**src/rtl/inst_fetch_ctrl.sv**
```systemverilog
// Instruction fetch responder: assembles a 32-bit instruction from four
// sequential byte reads of a 1-cycle-latency memory, holding the PC via stall_req.
module inst_fetch_ctrl #(
  parameter int ADDR_W = 32
) (
  input  logic              clk,
  input  logic              rst,
  input  logic              ce,
  input  logic [ADDR_W-1:0] pc,
  input  logic              flush,
  input  logic [7:0]        mem_din,
  output logic [ADDR_W-1:0] mem_a,
  output logic              mem_rd,
  output logic [31:0]       inst,
  output logic [ADDR_W-1:0] inst_pc,
  output logic              inst_valid,
  output logic              stall_req
);

  typedef enum logic [2:0] {
    IDLE = 3'd0,
    RD0  = 3'd1,
    RD1  = 3'd2,
    RD2  = 3'd3,
    RD3  = 3'd4,
    DONE = 3'd5
  } state_t;

  state_t            state_r, state_s;
  logic [ADDR_W-1:0] fetch_pc_r, fetch_pc_s;
  logic [ADDR_W-1:0] mem_a_r, mem_a_s;
  logic [ADDR_W-1:0] inst_pc_r, inst_pc_s;
  logic              mem_rd_r, mem_rd_s;
  logic              inst_valid_r, inst_valid_s;
  logic [7:0]        b0_r, b0_s;
  logic [7:0]        b1_r, b1_s;
  logic [7:0]        b2_r, b2_s;
  logic [31:0]       inst_r, inst_s;
  logic              abort_s;

  // Fetch sequencer state register
  always_ff @(posedge clk) begin
    if (rst) begin
      state_r <= IDLE;
    end else begin
      state_r <= state_s;
    end
  end

  // Next state and next datapath values; a flush or dropped ce aborts any fetch in flight
  always_comb begin
    state_s      = state_r;
    fetch_pc_s   = fetch_pc_r;
    mem_a_s      = mem_a_r;
    mem_rd_s     = mem_rd_r;
    b0_s         = b0_r;
    b1_s         = b1_r;
    b2_s         = b2_r;
    inst_s       = inst_r;
    inst_pc_s    = inst_pc_r;
    inst_valid_s = 1'b0;
    abort_s      = flush | ~ce;

    case (state_r)
      IDLE: begin
        if (!abort_s) begin
          fetch_pc_s = pc;
          mem_a_s    = pc;
          mem_rd_s   = 1'b1;
          state_s    = RD0;
        end else begin
          mem_rd_s   = 1'b0;
          state_s    = IDLE;
        end
      end
      RD0: begin
        if (abort_s) begin
          mem_rd_s = 1'b0;
          state_s  = IDLE;
        end else begin
          mem_a_s  = fetch_pc_r + ADDR_W'(1);
          state_s  = RD1;
        end
      end
      RD1: begin
        if (abort_s) begin
          mem_rd_s = 1'b0;
          state_s  = IDLE;
        end else begin
          b0_s     = mem_din;
          mem_a_s  = fetch_pc_r + ADDR_W'(2);
          state_s  = RD2;
        end
      end
      RD2: begin
        if (abort_s) begin
          mem_rd_s = 1'b0;
          state_s  = IDLE;
        end else begin
          b1_s     = mem_din;
          mem_a_s  = fetch_pc_r + ADDR_W'(3);
          state_s  = RD3;
        end
      end
      RD3: begin
        if (abort_s) begin
          mem_rd_s = 1'b0;
          state_s  = IDLE;
        end else begin
          b2_s     = mem_din;
          mem_rd_s = 1'b0;
          state_s  = DONE;
        end
      end
      DONE: begin
        // The last byte arrives this cycle, so it goes straight into inst
        if (abort_s) begin
          mem_rd_s     = 1'b0;
          state_s      = IDLE;
        end else begin
          inst_s       = {mem_din, b2_r, b1_r, b0_r};
          inst_pc_s    = fetch_pc_r;
          inst_valid_s = 1'b1;
          state_s      = IDLE;
        end
      end
      default: begin
        mem_rd_s = 1'b0;
        state_s  = IDLE;
      end
    endcase
  end

  // Datapath and output registers
  always_ff @(posedge clk) begin
    if (rst) begin
      fetch_pc_r   <= {ADDR_W{1'b0}};
      mem_a_r      <= {ADDR_W{1'b0}};
      mem_rd_r     <= 1'b0;
      b0_r         <= 8'h00;
      b1_r         <= 8'h00;
      b2_r         <= 8'h00;
      inst_r       <= 32'h0000_0000;
      inst_pc_r    <= {ADDR_W{1'b0}};
      inst_valid_r <= 1'b0;
    end else begin
      fetch_pc_r   <= fetch_pc_s;
      mem_a_r      <= mem_a_s;
      mem_rd_r     <= mem_rd_s;
      b0_r         <= b0_s;
      b1_r         <= b1_s;
      b2_r         <= b2_s;
      inst_r       <= inst_s;
      inst_pc_r    <= inst_pc_s;
      inst_valid_r <= inst_valid_s;
    end
  end

  // Dropping in DONE lets the PC advance on the same edge the instruction completes
  assign stall_req  = ce & ~flush & ~rst & (state_r != DONE);

  assign mem_a      = mem_a_r;
  assign mem_rd     = mem_rd_r;
  assign inst       = inst_r;
  assign inst_pc    = inst_pc_r;
  assign inst_valid = inst_valid_r;

endmodule

```
**config.mk**
```make
export PLATFORM = sky130hd
export DESIGN_NAME = inst_fetch_ctrl
export DESIGN_NICKNAME = d
export VERILOG_FILES = /design/src/rtl/inst_fetch_ctrl.sv
export SDC_FILE = /design/constraint.sdc
export NUM_CORES = 1
export LEC_CHECK = 0
export ABC_AREA = 1
export CORE_ASPECT_RATIO = 1.25
export CORE_MARGIN = 4
export CORE_UTILIZATION = 25
export DETAILED_ROUTE_END_ITERATION = 8
export PLACE_DENSITY = 0.51
export SKIP_LAST_GASP = 1
export SYNTH_ARGS = -nofsm -noshare
export SYNTH_HDL_FRONTEND = slang
export SYNTH_SLANG_ARGS = --single-unit
```
**constraint.sdc**
```tcl
create_clock -name clk -period 3.85 [get_ports clk]
set_clock_uncertainty 0.1 [all_clocks]
set_input_delay 1.155 -clock clk [delete_from_list [all_inputs] [get_ports clk]]
set_output_delay 1.155 -clock clk [all_outputs]
set_load 0.05 [all_outputs]
```
# Word level (Yosys, flattened, before mapping)
# Index checks and enable logic that the tools add are counted.
dict set report totals {
  register_bits 157
  input_bits 44
  output_inout_bits 99
  wordCells 57
}
dict set report op_classes {
  add_sub_neg 3
  eq_ne 11
  mux 14
  n_bitwise 9
  n_reduce_logical 10
}
# op n
set ops {}
lappend ops {{32-bit two-way mux} 4}
lappend ops {{32-bit case mux with 4 select lines} 1}
lappend ops {{32-bit by 2-bit adder with 32-bit output (second input constant)} 2}
lappend ops {{32-bit by 1-bit adder with 32-bit output (second input constant)} 1}
lappend ops {{3-bit case mux with 5 select lines} 1}
lappend ops {{2-bit AND reduction} 5}
lappend ops {{2-bit != test (second input constant)} 4}
lappend ops {{3-bit by 2-bit equality test with 1-bit output (second input constant)} 2}
lappend ops {{3-bit equality test (second input constant)} 2}
lappend ops {{3-bit two-way mux} 2}
lappend ops {{1-bit inverter} 5}
lappend ops {{5-bit AND reduction} 1}
lappend ops {{2-bit two-way mux} 2}
lappend ops {{4-bit nonzero test} 1}
lappend ops {{4-bit OR reduction} 1}
lappend ops {{1-bit bitwise AND} 3}
lappend ops {{3-bit by 1-bit equality test with 1-bit output (second input constant)} 1}
lappend ops {{3-bit zero test} 1}
lappend ops {{1-bit two-way mux} 3}
lappend ops {{3-bit != test (second input constant)} 1}
lappend ops {{2-bit by 1-bit != test with 1-bit output (second input constant)} 1}
lappend ops {{1-bit case mux with 2 select lines} 1}
lappend ops {{2-bit OR reduction} 1}
lappend ops {{1-bit OR} 1}

# Depth between registers and ports, before layout
dict set report logic_depth {
  ltp_word 4
  ltp_mapped 16
  depth_no_buf 16
}

# Worst setup path after synthesis
# No wires, ideal clock.
dict set report synth_timing {
  kind {input to output}
  start {in ce}
  end {out stall_req}
  t_arrival_ps 2524
  t_required_ps 2595
  setup_slack_ps 71
  path_stages 4
  path_buffers 0
  cell_sequence {inv_1 -> nor2_2 -> inv_1 -> nor3_1}
}
dict set report synth_via {
  elab_chain_cells 3
}
# item line_no
set synth_rtl {}
lappend synth_rtl {{start, declared} 8} ;# input logic ce,
lappend synth_rtl {{1-bit bitwise AND (3 in a row)} 160} ;# assign stall_req = ce & ~flush & ~rst & (state_r != DONE);
lappend synth_rtl {{end, declared} 17} ;# output logic stall_req
# Every way passes these cells.

# Worst setup path in the final report
# Ends and elaborated chain as after synthesis.

==> impl_metrics.ini <==
[logic_synthesis]
syn_area_per_cell_um2 = 6.97
synth_top_area_share_pct = 42.8
ys_seq_area_share_pct = 42.8
synthMostInstantiatedCell = o21ai_0
ys_ff_latch = 157
ys.flop_type = dfxtp_1
ys_warn_count = 0
synth_cell_types = 32
netlist_top_cells_count = o21ai_0, nor2_1, dfxtp_1
yosysTopAreaCell = dfxtp_1
synthesis.nets = 1099
syn_area_um2 = 7340
synthTopCellsByArea = dfxtp_1, o21ai_0, nor2_1
synth-edff-count = 0
async_flop_share_pct = 0
syn_inst = 1053

[run]
maxCapViolations = 0

[cts]
numCtsBuffers = 17
post_cts_buffers = 0
hold_buffers = 0
cts_tree = yes
clk_latency_ns = 0.43
h-tree-depth = 4
cts_root_buffer = clkbuf_16
cts.sinks = 157
path_clk_slew_ns = 0.06
clk_path_buf_depth = 2
post_cts_resized = 0

[worst_setup_path]
critPathBufInv = 4
critPathRequiredTime_ns = 2.59
critical_path_arrival_ns = 2.40
end_kind = primary output
worstPathCellList = clkdlybuf4s50_1 > inv_1 > nor2_2 > inv_1 > nor3_1 > buf_12
worst_path_most_repeated_cell = inv_1
critPathSlowestCell = clkdlybuf4s50_1
cp_top_family = buffers and inverters
start_kind = input pin
path_class = in2out
slowest_delay_ns = 0.46
cp_max_fo = 4

[timing]
setup_viol_count_final = 0
fin_crit_ns = 3.65
worstMarginPinSlew_ns = 0.930
setup_tns_ns = 0
timing.fmax_mhz = 274
rsz0062_at_grt = false
period_share_pct = 94.8
relSlewSlack_pct = 38.0
maxSlewViolCount = 0
hold_viol = 0

[min_path]
hp-class = reg2reg

[global_routing]
antenna_found_initial = 3
grt_use_total_pct = 16.4
gr-total-overflow = 0
grt_start_max_net_pins = 97
grt_pass1_vias = 7269
grt_pass1_wl_um = 41300

[drt]
drc = 0
viasPerCell = 4.66
wl_per_cell_um = 16.7
wl_um = 26500
drt_iter0_drc = 404
dr.pass1.iters = 5
ant_nets = 0
num_vias = 7387

[placed_design]
gp_congestion = 0.894
portBuffers = 142
hpwl_um = 19000

[pwr]
powerDensity_nw_per_um2 = 401
total_leakage_power_nw = 3.73
ir_drop_mv = 0.280

[floorplan]
fp.dieW_um = 161
die_h_um = 200
row_count = 69
coreArea_um2 = 28700
io_pins = 143
dieArea_um2 = 32200
start_util_pct = 25.6

[cells_and_area]
drive_gt1_share_pct = 8.71
nFillCells = 3170
nets = 1227
fin_util_pct = 34.2
syn_to_final_growth_pct = 33.6

[outcome]
status = completed
==> worst paths after layout <==
path,from,endpoint,slack (ns),cells past startpoint
worst max register to register,state_r[1]$_SDFF_PP0_,fetch_pc_r[24]$_SDFFE_PP0P_,1.42,7
worst min-delay path,inst[23]$_SDFFE_PP0P_,inst[23]$_SDFFE_PP0P_,0.38,2
worst max-delay path,ce,stall_req,0.20,6
worst min register to register,inst[23]$_SDFFE_PP0P_,inst[23]$_SDFFE_PP0P_,0.38,2
==> state kept, by name, summed over array words and instances (netlist names) <==
register and count:
fetch_pc_r 32, b0_r 8, mem_rd 1, state_r 3
b2_r 8, inst 32, b1_r 8, inst_valid 1
mem_a 32, inst_pc 32
==> cell usage in the layout, fill, tap and decap left out, types with 3 or more instances in the layout <==
cell,Yosys,routed
clkbuf_16,0,17
a21oi_1,120,120
buf_12,0,3
nand3_1,75,75
o21ai_1,5,5
dfxtp_1,157,157
a31oi_1,15,15
nor2_4,11,11
nand2_4,4,4
buf_4,1,14
clkdlybuf4s50_1,0,141
nor2_1,162,161
nand2_2,8,8
nand2_1,136,136
clkinvlp_4,0,3
bufinv_16,0,3
clkinv_4,0,3
nor2_2,15,16
inv_1,82,81
o21ai_0,181,181
inv_2,10,10
nand4_1,4,4
==> cell families after synthesis <==
logic type | share of synthesized area (%)
simple gates | 26.1
compound gates | 22.7
flops | 42.8
buf+inv | 7.82
xor+xnor | 0.239
fa+ha+maj | 0.341
==> per-stage QoR <==
stage / hold WS (ns) / cell area, µm² / cells / total power, mW / worst slack (ns)
after CTS: 0.392 / 9810 / 1584 / 3.99 / 0.174
final: 0.383 / 9810 / 1585 / 3.94 / 0.200
after global placement: 0.362 / 9190 / 1552 / 2.18 / 0.250
after floorplan: 0.370 / 7340 / 1053 / 1.99 / 0.0708
after global routing: 0.408 / 9810 / 1585 / 4.10 / 0.0986
after detailed placement: 0.376 / 9190 / 1552 / 2.19 / 0.197
==> final cells by class <==
| cell class | instances | area, µm² | area share (%) |
|---|---|---|---|
| tap | 390 | 488 | 4.97 |
| inverter | 94 | 354 | 3.61 |
| clock buffer | 20 | 457 | 4.65 |
| multi-input combinational | 753 | 3630 | 37.0 |
| clock inverter | 12 | 161 | 1.64 |
| timing repair buffer | 158 | 1580 | 16.1 |
| antenna | 1 | 2.50 | 0.0255 |
| sequential | 157 | 3140 | 32.0 |
==> layer usage <==
layer	vias up	wire, µm	global-route usage (%)
met5	-	27	0
met4	4	571	5.56
met3	33	1370	4.23
met2	179	13400	28.7
met1	3416	11200	19.6
li1	3755	-	-
==> worst reg2reg max path, stage by stage (launching register included) <==
cell and delay (ns):
dfxtp_1 0.39, nor2_4 0.48, inv_2 0.25, nor2_2 0.17, inv_1 0.37, buf_12 0.32
o21ai_0 0.18, a21oi_1 0.06
==> power by group <==
group / switching (mW) / internal, mW
clock: 0.730 / 1.06
sequential: 0.0581 / 1.67
combinational: 0.273 / 0.142
total: 1.06 / 2.88
Note: power is estimated with default switching activity, not from simulation.
